`config.mk`:
```
export PLATFORM = sky130hd
export DESIGN_NAME = fsk_hop_sequencer
export DESIGN_NICKNAME = d
export VERILOG_FILES = /design/src/rtl/fsk_hop_sequencer.sv
export SDC_FILE = /design/constraint.sdc
export NUM_CORES = 1
export LEC_CHECK = 0
export CORE_MARGIN = 4
export CORE_UTILIZATION = 65
export CTS_CLUSTER_DIAMETER = 100
export DETAILED_ROUTE_END_ITERATION = 6
export PLACE_DENSITY = 0.81
export SETUP_SLACK_MARGIN = 0.4
export SYNTH_ARGS = -nofsm -noshare
export SYNTH_HDL_FRONTEND = slang
export SYNTH_SLANG_ARGS = --single-unit
```
`constraint.sdc`:
```
create_clock -name clk -period 15.7 [get_ports clk]
set_input_delay 3.14 -clock clk [delete_from_list [all_inputs] [get_ports clk]]
set_output_delay 3.14 -clock clk [all_outputs]
set_load 0.02 [all_outputs]
```
`src/rtl/fsk_hop_sequencer.sv`:
```
// Frequency-hop sequencer: steps an NCO through a table of {tuning word, dwell}
// pairs, handing each word over with a valid/ready handshake before its dwell starts.
module fsk_hop_sequencer #(
  parameter int TW_W    = 12,
  parameter int DEPTH   = 8,
  parameter int DWELL_W = 16
) (
  input  logic                      clk,
  input  logic                      reset,
  input  logic                      cfg_we,
  input  logic [2:0]                cfg_addr,
  input  logic signed [TW_W-1:0]    cfg_tw,
  input  logic [DWELL_W-1:0]        cfg_dwell,
  input  logic [3:0]                num_entries,
  input  logic                      loop,
  input  logic                      start,
  input  logic                      stop,
  output logic signed [TW_W-1:0]    control,
  output logic                      tw_valid,
  input  logic                      tw_ready,
  output logic [2:0]                hop_idx,
  output logic                      busy,
  output logic                      done
);

  typedef enum logic [1:0] {IDLE, LOAD, DWELL, DONE} state_t;

  state_t                   state_q, state_d;
  logic [2:0]               idx_q, idx_d;
  logic [2:0]               last_q, last_d;
  logic                     loop_q, loop_d;
  logic [DWELL_W-1:0]       cnt_q, cnt_d;
  logic signed [TW_W-1:0]   control_q, control_d;

  logic signed [TW_W-1:0]   tw_mem_q    [DEPTH];
  logic [DWELL_W-1:0]       dwell_mem_q [DEPTH];
  logic                     tbl_we;

  // A programmed dwell of zero still occupies one cycle.
  function automatic logic [DWELL_W-1:0] dwell_floor1(input logic [DWELL_W-1:0] d);
    return (d == '0) ? DWELL_W'(1) : d;
  endfunction

  function automatic logic [2:0] last_index(input logic [3:0] n);
    if (int'(n) > DEPTH) return 3'(DEPTH - 1);
    return 3'(n - 4'd1);
  endfunction

  assign tbl_we = cfg_we && (state_q == IDLE) && (int'(cfg_addr) < DEPTH);

  always_ff @(posedge clk or posedge reset) begin
    if (reset) begin
      for (int i = 0; i < DEPTH; i++) begin
        tw_mem_q[i]    <= '0;
        dwell_mem_q[i] <= '0;
      end
    end else if (tbl_we) begin
      tw_mem_q[cfg_addr]    <= cfg_tw;
      dwell_mem_q[cfg_addr] <= cfg_dwell;
    end
  end

  always_comb begin
    state_d   = state_q;
    idx_d     = idx_q;
    last_d    = last_q;
    loop_d    = loop_q;
    cnt_d     = cnt_q;
    control_d = control_q;
    case (state_q)
      IDLE: begin
        if (start && !stop && (num_entries != 4'd0)) begin
          last_d    = last_index(num_entries);
          loop_d    = loop;
          idx_d     = 3'd0;
          control_d = tw_mem_q[3'd0];
          state_d   = LOAD;
        end
      end
      LOAD: begin
        if (stop) begin
          state_d = IDLE;
        end else if (tw_ready) begin
          cnt_d   = dwell_floor1(dwell_mem_q[idx_q]);
          state_d = DWELL;
        end
      end
      DWELL: begin
        if (stop) begin
          state_d = IDLE;
        end else if (cnt_q > DWELL_W'(1)) begin
          cnt_d = cnt_q - DWELL_W'(1);
        end else begin
          // Expiry: the next word is issued on this same edge, no gap cycle.
          cnt_d = '0;
          if (idx_q != last_q) begin
            idx_d     = idx_q + 3'd1;
            control_d = tw_mem_q[idx_q + 3'd1];
            state_d   = LOAD;
          end else if (loop_q) begin
            idx_d     = 3'd0;
            control_d = tw_mem_q[3'd0];
            state_d   = LOAD;
          end else begin
            state_d = DONE;
          end
        end
      end
      DONE: begin
        state_d = IDLE;
      end
      default: begin
        state_d = IDLE;
      end
    endcase
  end

  always_ff @(posedge clk or posedge reset) begin
    if (reset) begin
      state_q   <= IDLE;
      idx_q     <= '0;
      last_q    <= '0;
      loop_q    <= 1'b0;
      cnt_q     <= '0;
      control_q <= '0;
    end else begin
      state_q   <= state_d;
      idx_q     <= idx_d;
      last_q    <= last_d;
      loop_q    <= loop_d;
      cnt_q     <= cnt_d;
      control_q <= control_d;
    end
  end

  // control is never cleared outside reset so the NCO frequency stays continuous.
  assign control  = control_q;
  assign tw_valid = (state_q == LOAD);
  assign busy     = (state_q != IDLE);
  assign done     = (state_q == DONE);
  assign hop_idx  = idx_q;

endmodule

```
==> flow_summary_export.csv <==
group,metric,value,unit
sta,post_route_setup_tns,0,ns
placement,gp_congestion,0.867,
setup_path,start_kind,"flop",
clocking,htreeDepth,1,
sta,hold_ws,0.500,ns
power_and_ir_drop,power_frac_comb,23.4,%
setup_path,worstPathCellList,"nor2_1 > inv_1 > clkdlybuf4s50_1",
clocking,cts.clk_slew.worst_paths,0.06,ns
power_and_ir_drop,internal_power,1480,uW
detailed_routing,route.layer.met1.wl,11300,microns
setup_path,timing.critical_path.depth,3,
clocking,cts_root_cell,"sky130_fd_sc_hd__clkbuf_16",
power_and_ir_drop,irDropWorstVdd,104,uV
floorplan,chip_height,145,microns
floorplan,core.rowCount,49,
setup_path,max_stage_delay,0.57,ns
setup_path,crit_required,12.56,ns
clocking,holdBufCountCts,0,
sta,drv_slew,0,
setup_path,worstSetupStartpoint,"state_q[1]$_DFFE_PP0P_",
logic_synthesis,synth.ff_latch_count,261,
finish,antenna_cells,0,
sta,post-route-worst-setup-slack,10.43,ns
clocking,clock-sinks,261,
detailed_routing,first_pass_iters,5,
setup_path,timing.critical_path.slowest_stage_cell,"sky130_fd_sc_hd__clkdlybuf4s50_1",
sta,period_minus_slack,5.27,ns
logic_synthesis,synth_enable_flop_cells,0,
global_routing,grt_pass1_wl,43500,microns
detailed_routing,routed_wire_length_per_instance,23.3,microns
clocking,clock_path_buffers,3,
floorplan,initial_utilization,66.9,%
logic_synthesis,async_flop_share,100,%
setup_path,crit_type,"flop to primary output",
placement,dpl.hpwl,16500,microns
clocking,worstSkewPairLatency,0.53,ns
detailed_routing,drc_violation_count_after_routing,0,
clocking,tritoncts.num_buffers,26,
flow_run,timing.max_cap.violations,0,
power_and_ir_drop,seqPwrFrac,48.2,%
finish,layout-drive-gt1-share,38.5,%
status,run_status,"complete, no violations",
global_routing,number_of_global_route_vias_before_repair,8001,
logic_synthesis,synth_nets,895,
detailed_routing,top_layer,"met4",
detailed_routing,wl_met2,13400,microns
logic_synthesis,main_flop_type_after_synthesis,"sky130_fd_sc_hd__dfrtp_1",
logic_synthesis,ys_types,46,
logic_synthesis,syn_inst,849,
logic_synthesis,syn_avg_cell_area,14.3,sq um
setup_path,reg2reg_slack,12.57,ns
detailed_routing,vias_per_cell,6.50,
sta,rsz0062_at_grt,"no",
floorplan,die_width,145,microns
setup_path,endpoint,"busy",
sta,final_number_of_setup_violating_endpoints,0,
floorplan,fp.dieArea,21000,sq um
detailed_routing,via_count,7450,
setup_path,regToRegEndpoint,"control[3]$_DFFE_PP0P_",
logic_synthesis,ys_seq_area_share,53.6,%
clocking,ctsResizeCount,0,
min_path,hold_wc_path_type,"flop to flop",
detailed_routing,antenna_left,0,
setup_path,critPathArrivalTime,2.13,ns
setup_path,crit-reg2reg-launch,"hop_idx[0]$_DFFE_PP0P_",
setup_path,crit_fanout,8,
finish,fillCellCount,1105,
finish,num-nets-final,945,
logic_synthesis,syn_area,12200,sq um
sta,final.setup_skew,0.0150,ns
sta,layout_worst_path_cycle_share,33.5,%
placement,place_worst_setup_slack,9.93,ns
floorplan,design.core.area,18200,sq um
clocking,cts_setup_buffers,0,
detailed_routing,drt_iter0_drc,496,
power_and_ir_drop,p_clk_share,28.4,%
sta,max_clock_freq,190,MHz
finish,area_growth_syn_to_layout,13.0,%
global_routing,largest_net_degree_at_the_start_of_global_routing,107,
placement,place.port_buffers,59,
power_and_ir_drop,power_switching_share,28.3,%
global_routing,grt.overflow.total,0,
power_and_ir_drop,power_density,150,nW/um^2
setup_path,critPathTopFamily,"buffers and inverters",
clocking,cts_tree,"built",
power_and_ir_drop,static-leakage-power,0.00573,uW
setup_path,critPathBufInv,2,
global_routing,gr-usage-all-layers,26.7,%
sta,slew_headroom,21.3,%
detailed_routing,wirelength,26700,microns
sta,worst_slew_pin_slew,1.18,ns
detailed_routing,route.met3.wl,1270,microns
setup_path,r2r.worst_path.cells,6,
logic_synthesis,yosysWarningCount,0,
floorplan,top_level_ports,60,
power_and_ir_drop,power.switching,585,uW
sta,hold_violations,0,
setup_path,end_kind,"primary output",
global_routing,number_of_antenna_violations_at_the_first_check_in_global_routing,0,
per-stage QoR:
| stage | util [%] | instance area [sq um] | instances | power, uW |
|---|---|---|---|---|
| finish | 75.6 | 13800 | 1146 | 2060 |
| global route | 75.6 | 13800 | 1146 | 2170 |
| CTS | 75.6 | 13800 | 1146 | 2070 |
| detailed placement | 71.1 | 12900 | 1100 | 1490 |
| global placement | 71.1 | 12900 | 1100 | 1440 |
| floorplan | - | 12200 | 849 | 1320 |
cells in the mapped netlist (2+ instances only):
library cell	instances	area [sq um]
sky130_fd_sc_hd__mux4_2	56	1260
sky130_fd_sc_hd__nor4_1	8	50.1
sky130_fd_sc_hd__mux2i_1	38	380
sky130_fd_sc_hd__xnor2_1	3	26.3
sky130_fd_sc_hd__a21oi_1	14	70.1
sky130_fd_sc_hd__nand3_1	6	30.0
sky130_fd_sc_hd__buf_1	5	18.8
sky130_fd_sc_hd__o22ai_1	6	37.5
sky130_fd_sc_hd__buf_2	11	55.1
sky130_fd_sc_hd__o32ai_1	2	17.5
sky130_fd_sc_hd__a22o_1	6	52.6
sky130_fd_sc_hd__nor3_1	12	60.1
sky130_fd_sc_hd__o21ai_0	26	130
sky130_fd_sc_hd__xor2_1	2	17.5
sky130_fd_sc_hd__o2bb2ai_1	5	43.8
sky130_fd_sc_hd__mux2_2	226	2540
sky130_fd_sc_hd__dfrtp_1	261	6530
sky130_fd_sc_hd__nor2_1	22	82.6
sky130_fd_sc_hd__and2_1	2	12.5
sky130_fd_sc_hd__inv_1	23	86.3
sky130_fd_sc_hd__a31oi_1	5	31.3
sky130_fd_sc_hd__a21o_1	2	15.0
sky130_fd_sc_hd__nor2b_1	6	37.5
sky130_fd_sc_hd__and3_1	3	18.8
sky130_fd_sc_hd__nand2b_1	4	25.0
sky130_fd_sc_hd__buf_6	3	33.8
sky130_fd_sc_hd__or3_1	4	25.0
sky130_fd_sc_hd__o32a_2	2	22.5
sky130_fd_sc_hd__nand2_1	36	135
sky130_fd_sc_hd__or4_4	4	45.0
sky130_fd_sc_hd__ha_1	4	50.1
sky130_fd_sc_hd__clkbuf_1	28	105
placed cells by master, fill, tap and decap left out, drive strengths merged, types with 8 or more instances in the layout:
cell type / n
inv: 23
mux4: 56
mux2i: 38
nor3: 12
clkdlybuf4s50: 59
buf: 11
a21oi: 14
dfrtp: 261
mux2: 226
nand2: 36
nor2: 22
o21ai: 28
nor4: 8
clkbuf: 37
sequential cells by signal (all words and copies together) (netlist names):
| register | count |
|---|---|
| state_q | 2 |
| dwell_mem_q | 128 |
| last_q | 3 |
| cnt_q | 16 |
| control | 12 |
| hop_idx | 3 |
| tw_mem_q | 96 |
| loop_q | 1 |
power groups by stage:
| stage | Combinational (uW) | Sequential, uW | Clock, uW |
|---|---|---|---|
| global route | 526 | 1020 | 626 |
| finish | 484 | 995 | 586 |
| CTS | 487 | 993 | 593 |
| global placement | 458 | 978 | 0 |
| floorplan | 341 | 981 | 0 |
| detailed placement | 482 | 1000 | 0 |
final cells by class:
cell class	count	area, sq um	area share (%)
inverters	23	93.8	0.682
clock inverters	9	66.3	0.482
clock buffers	37	742	5.39
well taps	229	287	2.08
multi-input cells	517	5360	39.0
flip-flops and latches	261	6540	47.5
repair buffers	70	673	4.89
kinds of logic after synthesis:
group / count (synthesis) / share of synthesized area, %
flops: 261 / 53.6
buf+inv: 71 / 2.52
mux: 320 / 34.4
simple gates: 111 / 4.54
compound gates: 77 / 4.16
xor+xnor: 5 / 0.360
fa+ha+maj: 4 / 0.411
worst min-delay path by stage:
stage                                             end                        start  cells past startpoint
final                         tw_mem_q[9]$_DFFE_PP0P_      tw_mem_q[9]$_DFFE_PP0P_                      1
after global routing      dwell_mem_q[21]$_DFFE_PP0P_  dwell_mem_q[21]$_DFFE_PP0P_                      1
after CTS                     tw_mem_q[9]$_DFFE_PP0P_      tw_mem_q[9]$_DFFE_PP0P_                      1
after detailed placement      tw_mem_q[9]$_DFFE_PP0P_      tw_mem_q[9]$_DFFE_PP0P_                      1
after global placement    dwell_mem_q[59]$_DFFE_PP0P_  dwell_mem_q[59]$_DFFE_PP0P_                      1
after floorplan                 cnt_q[10]$_DFFE_PP0P_        cnt_q[10]$_DFFE_PP0P_                      1
metal layers:
| metal | global-route usage, % | up-vias |
|---|---|---|
| li1 | - | 3258 |
| met1 | 36.6 | 3916 |
| met2 | 45.1 | 221 |
| met3 | 3.58 | 55 |
| met4 | 7.81 | 0 |
| met5 | 0 | - |
Power figures use the tool's default switching activity.
